<file path="config.mk">
export PLATFORM = sky130hd
export DESIGN_NAME = fb_port_arbiter
export DESIGN_NICKNAME = d
export VERILOG_FILES = /design/src/rtl/fb_port_arbiter.sv
export SDC_FILE = /design/constraint.sdc
export NUM_CORES = 2
export LEC_CHECK = 0
export CELL_PAD_IN_SITES_DETAIL_PLACEMENT = 0
export CELL_PAD_IN_SITES_GLOBAL_PLACEMENT = 1
export CORE_AREA = 2 2 775 777
export CTS_BUF_LIST = sky130_fd_sc_hd__clkbuf_4
export CTS_CLUSTER_SIZE = 40
export DETAILED_ROUTE_END_ITERATION = 12
export DIE_AREA = 0 0 777 779
export GPL_ROUTABILITY_DRIVEN = 1
export PLACE_DENSITY = 0.35
export SYNTH_ARGS = -nofsm -noshare
export SYNTH_HDL_FRONTEND = slang
export SYNTH_SLANG_ARGS = --single-unit
</file>
<file path="constraint.sdc">
create_clock -name clk -period 4.2 [get_ports clk]
set_input_delay 0.42 -clock clk [delete_from_list [all_inputs] [get_ports clk]]
set_output_delay 0.42 -clock clk [all_outputs]
set_load 0.03 [all_outputs]
</file>
<file path="src/rtl/fb_port_arbiter.sv">
// fb_port_arbiter
//   Writes one received UART pixel row into the single-port frame RAM and
//   shares that RAM's address port with the VGA pixel reader. Reads win by
//   default; after MAX_STARVE consecutive denied write cycles the next cycle
//   is a forced write slot, so a row always completes.
//
// Ports
//   clk, rst          : single clock, synchronous active-high reset
//   row_valid/ready   : row handshake; row_index + row_data latched on accept
//   row_done          : one-cycle pulse after the last pixel of a row is written
//   row_error         : one-cycle pulse when row_index >= HEIGHT (row dropped)
//   busy              : a row is being checked / written / finished
//   rd_req, rd_addr   : VGA read request
//   rd_grant          : read presented on ram_addr this cycle
//   rd_data_valid     : ram_q holds data for a granted read (RAM_LATENCY later)
//   ram_addr/wdata/wren : registered RAM port
module fb_port_arbiter #(
    parameter int WIDTH       = 640,
    parameter int HEIGHT      = 480,
    parameter int PIX_BITS    = 3,
    parameter int ADDR_WIDTH  = 19,
    parameter int RAM_LATENCY = 2,
    parameter int MAX_STARVE  = 16
) (
    input  logic                      clk,
    input  logic                      rst,
    input  logic                      row_valid,
    output logic                      row_ready,
    input  logic [8:0]                row_index,
    input  logic [PIX_BITS*WIDTH-1:0] row_data,
    output logic                      row_done,
    output logic                      row_error,
    output logic                      busy,
    input  logic                      rd_req,
    input  logic [ADDR_WIDTH-1:0]     rd_addr,
    output logic                      rd_grant,
    output logic                      rd_data_valid,
    output logic [ADDR_WIDTH-1:0]     ram_addr,
    output logic [PIX_BITS-1:0]       ram_wdata,
    output logic                      ram_wren
);

    localparam int CNT_W = $clog2(WIDTH);
    localparam int SW    = $clog2(MAX_STARVE + 1);

    typedef enum logic [1:0] {IDLE, CHECK, WRITE, DONE} state_t;

    state_t                    state_q, state_d;
    logic [PIX_BITS*WIDTH-1:0] shadow_q, shadow_d;
    logic [8:0]                idx_q, idx_d;
    logic [ADDR_WIDTH-1:0]     base_q, base_d;
    logic [CNT_W-1:0]          cnt_q, cnt_d;
    logic [SW-1:0]             starve_q, starve_d;
    logic                      row_done_q, row_done_d;
    logic                      row_error_q, row_error_d;
    logic                      rd_grant_q, rd_grant_d;
    logic [ADDR_WIDTH-1:0]     ram_addr_q, ram_addr_d;
    logic [PIX_BITS-1:0]       ram_wdata_q, ram_wdata_d;
    logic                      ram_wren_q, ram_wren_d;
    logic [RAM_LATENCY-1:0]    vld_pipe_q, vld_pipe_d;

    logic in_write, forced, wr_slot;

    // A forced slot only exists while a row is being written; otherwise
    // every read request is granted.
    assign in_write = (state_q == WRITE);
    assign forced   = in_write && (starve_q == SW'(MAX_STARVE));
    assign wr_slot  = in_write && !(rd_req && !forced);

    always_comb begin
        state_d     = state_q;
        shadow_d    = shadow_q;
        idx_d       = idx_q;
        base_d      = base_q;
        cnt_d       = cnt_q;
        row_done_d  = 1'b0;
        row_error_d = 1'b0;

        rd_grant_d  = rd_req && !forced;
        ram_wren_d  = wr_slot;
        ram_addr_d  = ram_addr_q;
        ram_wdata_d = ram_wdata_q;
        if (rd_grant_d) begin
            ram_addr_d = rd_addr;
        end else if (wr_slot) begin
            ram_addr_d  = base_q + ADDR_WIDTH'(cnt_q);
            ram_wdata_d = shadow_q[PIX_BITS*cnt_q +: PIX_BITS];
        end

        // Counts reads that beat a pending write; any write slot (or leaving
        // WRITE) starts the count over.
        if (!in_write || wr_slot) starve_d = '0;
        else                      starve_d = starve_q + SW'(1);

        // RAM_LATENCY-deep shift of the grant; writes never enter it.
        vld_pipe_d = RAM_LATENCY'({vld_pipe_q, rd_grant_q});

        case (state_q)
            IDLE: begin
                if (row_valid) begin
                    shadow_d = row_data;
                    idx_d    = row_index;
                    state_d  = CHECK;
                end
            end
            CHECK: begin
                if (32'(idx_q) >= HEIGHT) begin
                    row_error_d = 1'b1;
                    state_d     = IDLE;
                end else begin
                    base_d  = ADDR_WIDTH'(idx_q) * ADDR_WIDTH'(WIDTH);
                    cnt_d   = '0;
                    state_d = WRITE;
                end
            end
            WRITE: begin
                if (wr_slot) begin
                    cnt_d = cnt_q + CNT_W'(1);
                    if (cnt_q == CNT_W'(WIDTH - 1)) state_d = DONE;
                end
            end
            DONE: begin
                row_done_d = 1'b1;
                state_d    = IDLE;
            end
            default: state_d = IDLE;
        endcase
    end

    always_ff @(posedge clk) begin
        if (rst) begin
            state_q     <= IDLE;
            shadow_q    <= '0;
            idx_q       <= '0;
            base_q      <= '0;
            cnt_q       <= '0;
            starve_q    <= '0;
            row_done_q  <= 1'b0;
            row_error_q <= 1'b0;
            rd_grant_q  <= 1'b0;
            ram_addr_q  <= '0;
            ram_wdata_q <= '0;
            ram_wren_q  <= 1'b0;
            vld_pipe_q  <= '0;
        end else begin
            state_q     <= state_d;
            shadow_q    <= shadow_d;
            idx_q       <= idx_d;
            base_q      <= base_d;
            cnt_q       <= cnt_d;
            starve_q    <= starve_d;
            row_done_q  <= row_done_d;
            row_error_q <= row_error_d;
            rd_grant_q  <= rd_grant_d;
            ram_addr_q  <= ram_addr_d;
            ram_wdata_q <= ram_wdata_d;
            ram_wren_q  <= ram_wren_d;
            vld_pipe_q  <= vld_pipe_d;
        end
    end

    assign row_ready     = (state_q == IDLE);
    assign busy          = (state_q != IDLE);
    assign row_done      = row_done_q;
    assign row_error     = row_error_q;
    assign rd_grant      = rd_grant_q;
    assign rd_data_valid = vld_pipe_q[RAM_LATENCY-1];
    assign ram_addr      = ram_addr_q;
    assign ram_wdata     = ram_wdata_q;
    assign ram_wren      = ram_wren_q;

endmodule
</file>
* Word level (Yosys, flattened, before mapping)
Index checks and enable logic that the tools add are counted.
** Storage, ports and cells
- Register bits :: 1986
- Input port bits :: 1952
- Output and inout bits :: 29
- Word-level logic and storage cells :: 62
** Operators by class
- $add $sub $neg :: 3
- Multipliers :: 2
- Magnitude comparators :: 1
- Equal/unequal tests :: 9
- Shift-type cells :: 1
- Mux-type cells :: 12
- Bitwise operators :: 3
- Reductions and logical operators :: 18
** Operators by type and width (number)
- 1920-bit by 13-bit variable part select with 3-bit output :: 1
- 19-bit 2-to-1 mux :: 2
- 10-bit 2-to-1 mux :: 2
- 10-bit case mux with 2 select lines :: 1
- 19-bit by 10-bit adder with 19-bit output :: 1
- 2-bit by 10-bit multiplier with 12-bit output, first input constant :: 1
- 9-bit by 3-bit multiplier with 12-bit output, second input constant :: 1
- 10-bit by 1-bit adder with 10-bit output, second input constant :: 1
- 10-bit equality test, second input constant :: 1
- 9-bit greater-or-equal comparator, second input constant :: 1
- 2-bit 2-to-1 mux :: 4
- 2-bit case mux with 4 select lines :: 1
- 2-bit AND reduction :: 3
- 3-bit AND reduction :: 2
- 2-bit nonzero test :: 3
- 5-bit by 1-bit adder with 5-bit output, second input constant :: 1
- 5-bit equality test, second input constant :: 1
- 2-bit equality test, second input constant :: 2
- 2-bit by 1-bit != test with 1-bit output, second input constant :: 2
- 2-bit != test, second input constant :: 2
- 2-bit OR reduction :: 2
- 1-bit logical AND :: 3
- 1-bit zero test :: 3
- 1-bit NOT :: 3
- 4 further kinds :: 5

* Logic depth before layout (Yosys ltp)
- Depth in word-level cells :: 8
- Gate-level depth with buffers :: 13

* Least setup slack after synthesis
OpenSTA, ideal clock, no wires.
- Kind :: register to register
- Start :: register cnt_q[1]
- End :: register ram_wdata_q[2] (netlist: ram_wdata[2])
- Library setup time :: 0.128 ns
- Arrival time :: 2.515 ns
- Setup slack :: 1.557 ns
- Cell stages (with the launch flop) :: 11
- Path buffers :: 4
- Clock period less this slack :: 2.643 ns
- Cell sequence :: dfxtp_1 buf_2 buf_2 buf_1 buf_2 mux4_2 mux4_2 o22ai_1 nor3_1 a211oi_1 o41ai_1
** On the way
- Word-level cells in the longest chain between the ends :: 2
** RTL lines
- from (decl) :: line 52 : logic [CNT_W-1:0] cnt_q, cnt_d;
- from (signal assigned) :: line 150 : cnt_q <= cnt_d;
- 2-bit by 10-bit multiplier with 12-bit output :: line 87 : ram_wdata_d = shadow_q[PIX_BITS*cnt_q +: PIX_BITS];
- 1920-bit by 13-bit variable part select with 3-bit output :: line 87
- to (signal assigned) :: line 156 : ram_wdata_q <= ram_wdata_d;
- to (decl) :: line 58 : logic [PIX_BITS-1:0] ram_wdata_q, ram_wdata_d;
Every way passes these cells.
A chain may end at the register's enable or synchronous reset.

* Worst setup path in the final report
- Start :: register cnt_q[0]
- End :: register ram_wdata_q[2] (netlist: ram_wdata[2])
Same word-level chain as after synthesis.

==> impl_metrics.env <==
export IMPL_status="finished clean"
export IMPL_period_share_pct=93.4
export IMPL_routed_via_density=4.03
export IMPL_gp_congestion=0.823
export IMPL_crit_arrival_ns=5.30
export IMPL_netlist_top_cells_count="3925 x nand2_1, 2013 x a21oi_1, 1986 x dfxtp_1, 717 x clkbuf_1, 430 x mux4_2"
export IMPL_cts_buffers_inserted=639
export IMPL_drive_gt1_share_pct=10.6
export IMPL_synth_area_per_cell_sq_um=8.43
export IMPL_critPathMaxStageDelay_ns=0.56
export IMPL_crit_chain="buf_12 > buf_4 > mux4_2 > mux2_2 > a21oi_1 > o21ai_0 > o22ai_1 > nor3_1 > a211oi_4 > buf_4 > o41ai_1"
export IMPL_dr_wl_met3_um=25000
export IMPL_syn2layout_area_growth_pct=91.8
export IMPL_drc=0
export IMPL_drtIter0Drc=5148
export IMPL_synth_top_cell_by_area="dfxtp_1"
export IMPL_peakVddDrop_mv=0.260
export IMPL_post_dp_cell_area_sq_mm=0.113
export IMPL_fp_dieH_um=779
export IMPL_critPathBufInv=3
export IMPL_total_power_w=0.0524
export IMPL_switching_share_pct=30.2
export IMPL_synthTopCellsByArea="dfxtp_1 47%, nand2_1 17%, a21oi_1 12%, mux4_2 11%, clkbuf_1 3.2%"
export IMPL_critPathCaptureType="register"
export IMPL_max_slew_margin_pct=12.0
export IMPL_num_nets_final=18000
export IMPL_ys_ff_latch=1986
export IMPL_wirelength_met1_um=258000
export IMPL_top_layer_used="met5"
export IMPL_hold_viol=0
export IMPL_totalWireLength_um=598000
export IMPL_start_kind="register"
export IMPL_die_w_um=777
export IMPL_fp_coreArea_sq_mm=0.597
export IMPL_combinationalPowerShare_pct=20.7
export IMPL_startpoint="cnt_q[0]$_SDFFE_PP0P_"
export IMPL_critical_path_slowest_cell="mux4_2"
export IMPL_antenna_left=0
export IMPL_min_path_type="input port to register"
export IMPL_final_max_slew_viol_count=0
export IMPL_avgRoutedWirePerCell_um=24.4
export IMPL_min_to="shadow_q[1222]$_SDFFE_PP0P_"
export IMPL_p_leak_nw=59.0
export IMPL_hp_start="row_data[1222]"
export IMPL_synth_cell_area_sq_mm=0.0843
export IMPL_fin_tns_setup_ns=0
export IMPL_p_seq_share_pct=40.0
export IMPL_cts_root_buf="clkbuf_4"
export IMPL_globalRouteOverflowTotal=0
export IMPL_drt_pass1_iter_count=7
export IMPL_synthCells=10000
export IMPL_insertion_delay_ns=1.64
export IMPL_synth_edf_count=0
export IMPL_worst_path_dominant_cell_family="compound AO/OA/AOI/OAI gates"
export IMPL_syn_nets=12000
export IMPL_grt_pass1_vias=104000
export IMPL_skew_ns=0.148
export IMPL_yosysWarnings=0
export IMPL_reg2reg_slack_ns=0.28
export IMPL_worstSetupPathType="register to register"
export IMPL_rr_worst_depth=11
export IMPL_synth_top_area_share_pct=47.2
export IMPL_p_switching_w=0.0158
export IMPL_io_buffers=1980
export IMPL_synthFlopType="dfxtp_1"
export IMPL_timing_hold_ws_ns=0.292
export IMPL_grt_max_degree=194
export IMPL_fin_crit_ns=3.92
export IMPL_crit_path_frequent_cell="buf_4"
export IMPL_timing_rr_end="ram_wdata[2]$_SDFFE_PP0P_"
export IMPL_tightestPinTransition_ns=1.31
export IMPL_die_area_sq_mm=0.605
export IMPL_synth_cell_types=55
export IMPL_cts_path_max_buffers=4
export IMPL_r2r_start="cnt_q[0]$_SDFFE_PP0P_"
export IMPL_synth_most_common_cell="nand2_1"
export IMPL_setup_violations=0
export IMPL_track_usage_pct=18.9
export IMPL_clock_sinks=1986
export IMPL_cts_max_level=6
export IMPL_hold_depth=4
export IMPL_ys_seq_area_share_pct=47.2
export IMPL_rows=284
export IMPL_p_int_w=0.0366
export IMPL_grt_first_pass_wirelength_um=811000
export IMPL_cap_violations=0
export IMPL_cts_setup_buffers=0
export IMPL_pin_count=1981
export IMPL_max_freq_mhz=255
export IMPL_wl_met2_um=296000
export IMPL_synthArstFlopShare_pct=0
export IMPL_hpwl_um=468000
export IMPL_crit_required_ns=5.58
export IMPL_fin_area_sq_mm=0.162
export IMPL_initial_core_util_pct=14.1
export IMPL_rsz0062_at_grt="false"
export IMPL_clkPwrFrac_pct=39.3
export IMPL_path_max_fanout=41
export IMPL_grt_antenna_before_repair=136
export IMPL_via_count=98500
export IMPL_path_clk_slew_ns=0.06
export IMPL_cts_tree="done"
export IMPL_power_density_mw_per_mm2=324
[what timing repair did]
| item | CTS | global route |
|---|---|---|
| gates cloned | 0 | 0 |
| gates resized for setup | 5 | 1 |
| hold endpoints to repair | 1973 | 0 |
| hold buffers | 3996 | 0 |
| endpoints found under the setup margin | 3 | 1 |
[power by group through the flow]
stage | Combinational (W) | Clock [W] | Sequential [W]
after CTS | 0.0111 | 0.0216 | 0.0210
after floorplan | 0.00343 | 0 | 0.0209
after global routing | 0.0117 | 0.0225 | 0.0211
after global placement | 0.00795 | 0 | 0.0214
after detailed placement | 0.00798 | 0 | 0.0214
final | 0.0109 | 0.0206 | 0.0210
[through the flow]
| stage | std cells | setup WS [ns] | util, % |
|---|---|---|---|
| after CTS | 24400 | 0.0294 | 27.1 |
| final | 24500 | 0.275 | 27.1 |
| after global placement | 19300 | -0.332 | 19.0 |
| after global routing | 24400 | 0.0496 | 27.1 |
| after detailed placement | 19300 | -0.306 | 19.0 |
| after floorplan | 10000 | 1.56 | - |
[worst min-delay path, stage by stage]
cell	delay (ns)
dlygate4sd3_1	0.57
clkdlybuf4s50_1	0.56
nand2_1	0.17
a21oi_1	0.07
[logic make-up after synthesis]
group,count (synthesis),synth area share [%]
AO/OA/AOI/OAI,2332,14.7
XOR/XNOR,24,0.249
adder cells (fa/ha/maj),22,0.344
buffers and inverters,865,4.60
flip-flops,1986,47.2
multiplexers,660,14.3
AND/OR/NAND/NOR,4116,18.7
[layer usage]
layer / vias up / track usage, %
met5: - / 0
li1: 46600 / -
met3: 821 / 2.62
met2: 2908 / 33.5
met1: 48100 / 23.6
met4: 54 / 5.78
[worst max path at each step]
| stage | to | slack [ns] | depth (start not counted) |
|---|---|---|---|
| floorplan | ram_wdata[2]$_SDFFE_PP0P_ | 1.56 | 10 |
| global placement | ram_wdata[2]$_SDFFE_PP0P_ | -0.33 | 11 |
| detailed placement | ram_wdata[2]$_SDFFE_PP0P_ | -0.31 | 11 |
| CTS | ram_wdata[2]$_SDFFE_PP0P_ | 0.03 | 11 |
| global route | ram_wdata[1]$_SDFFE_PP0P_ | 0.05 | 11 |
| finish | ram_wdata[2]$_SDFFE_PP0P_ | 0.28 | 11 |
[state kept, by name, indices dropped and copies added, names as in the netlist, named ones only]
register    flops
row_error       1
idx_q           9
starve_q        5
rd_grant        1
row_done        1
base_q         12
cnt_q          10
ram_wdata       3
state_q         1
ram_addr       19
vld_pipe_q      2
shadow_q     1920
ram_wren        1
[area by class of cell]
class                      count  area (sq um)
sequential                  1986         39800
fill                       64700        435000
tap                         7865          9840
antenna                       89           223
clock inverter               182          1240
clock buffer                 901          6760
inverter                      19          72.6
multi-input combinational   7154         40800
timing repair buffer        6266         62900
[cell usage in the layout (no fill, tap or decap), types with 14 or more instances in the layout]
cell type	n
o211ai_1	22
nand3_1	61
mux4_2	430
diode_2	89
bufinv_16	14
a31oi_1	20
clkdlybuf4s50_1	1979
inv_1	18
dlygate4sd3_1	3995
a22oi_1	96
nor2b_1	30
nor3_1	14
o22ai_1	26
o21ai_0	35
a211oi_1	43
dfxtp_1	1978
ha_1	20
a221oi_1	19
buf_12	73
clkbuf_4	901
mux2_2	22
buf_4	217
a21oi_1	2013
clkinv_1	117
mux2i_1	206
nor2_1	46
nand2_1	3923
(Power assumes the default switching activity.)
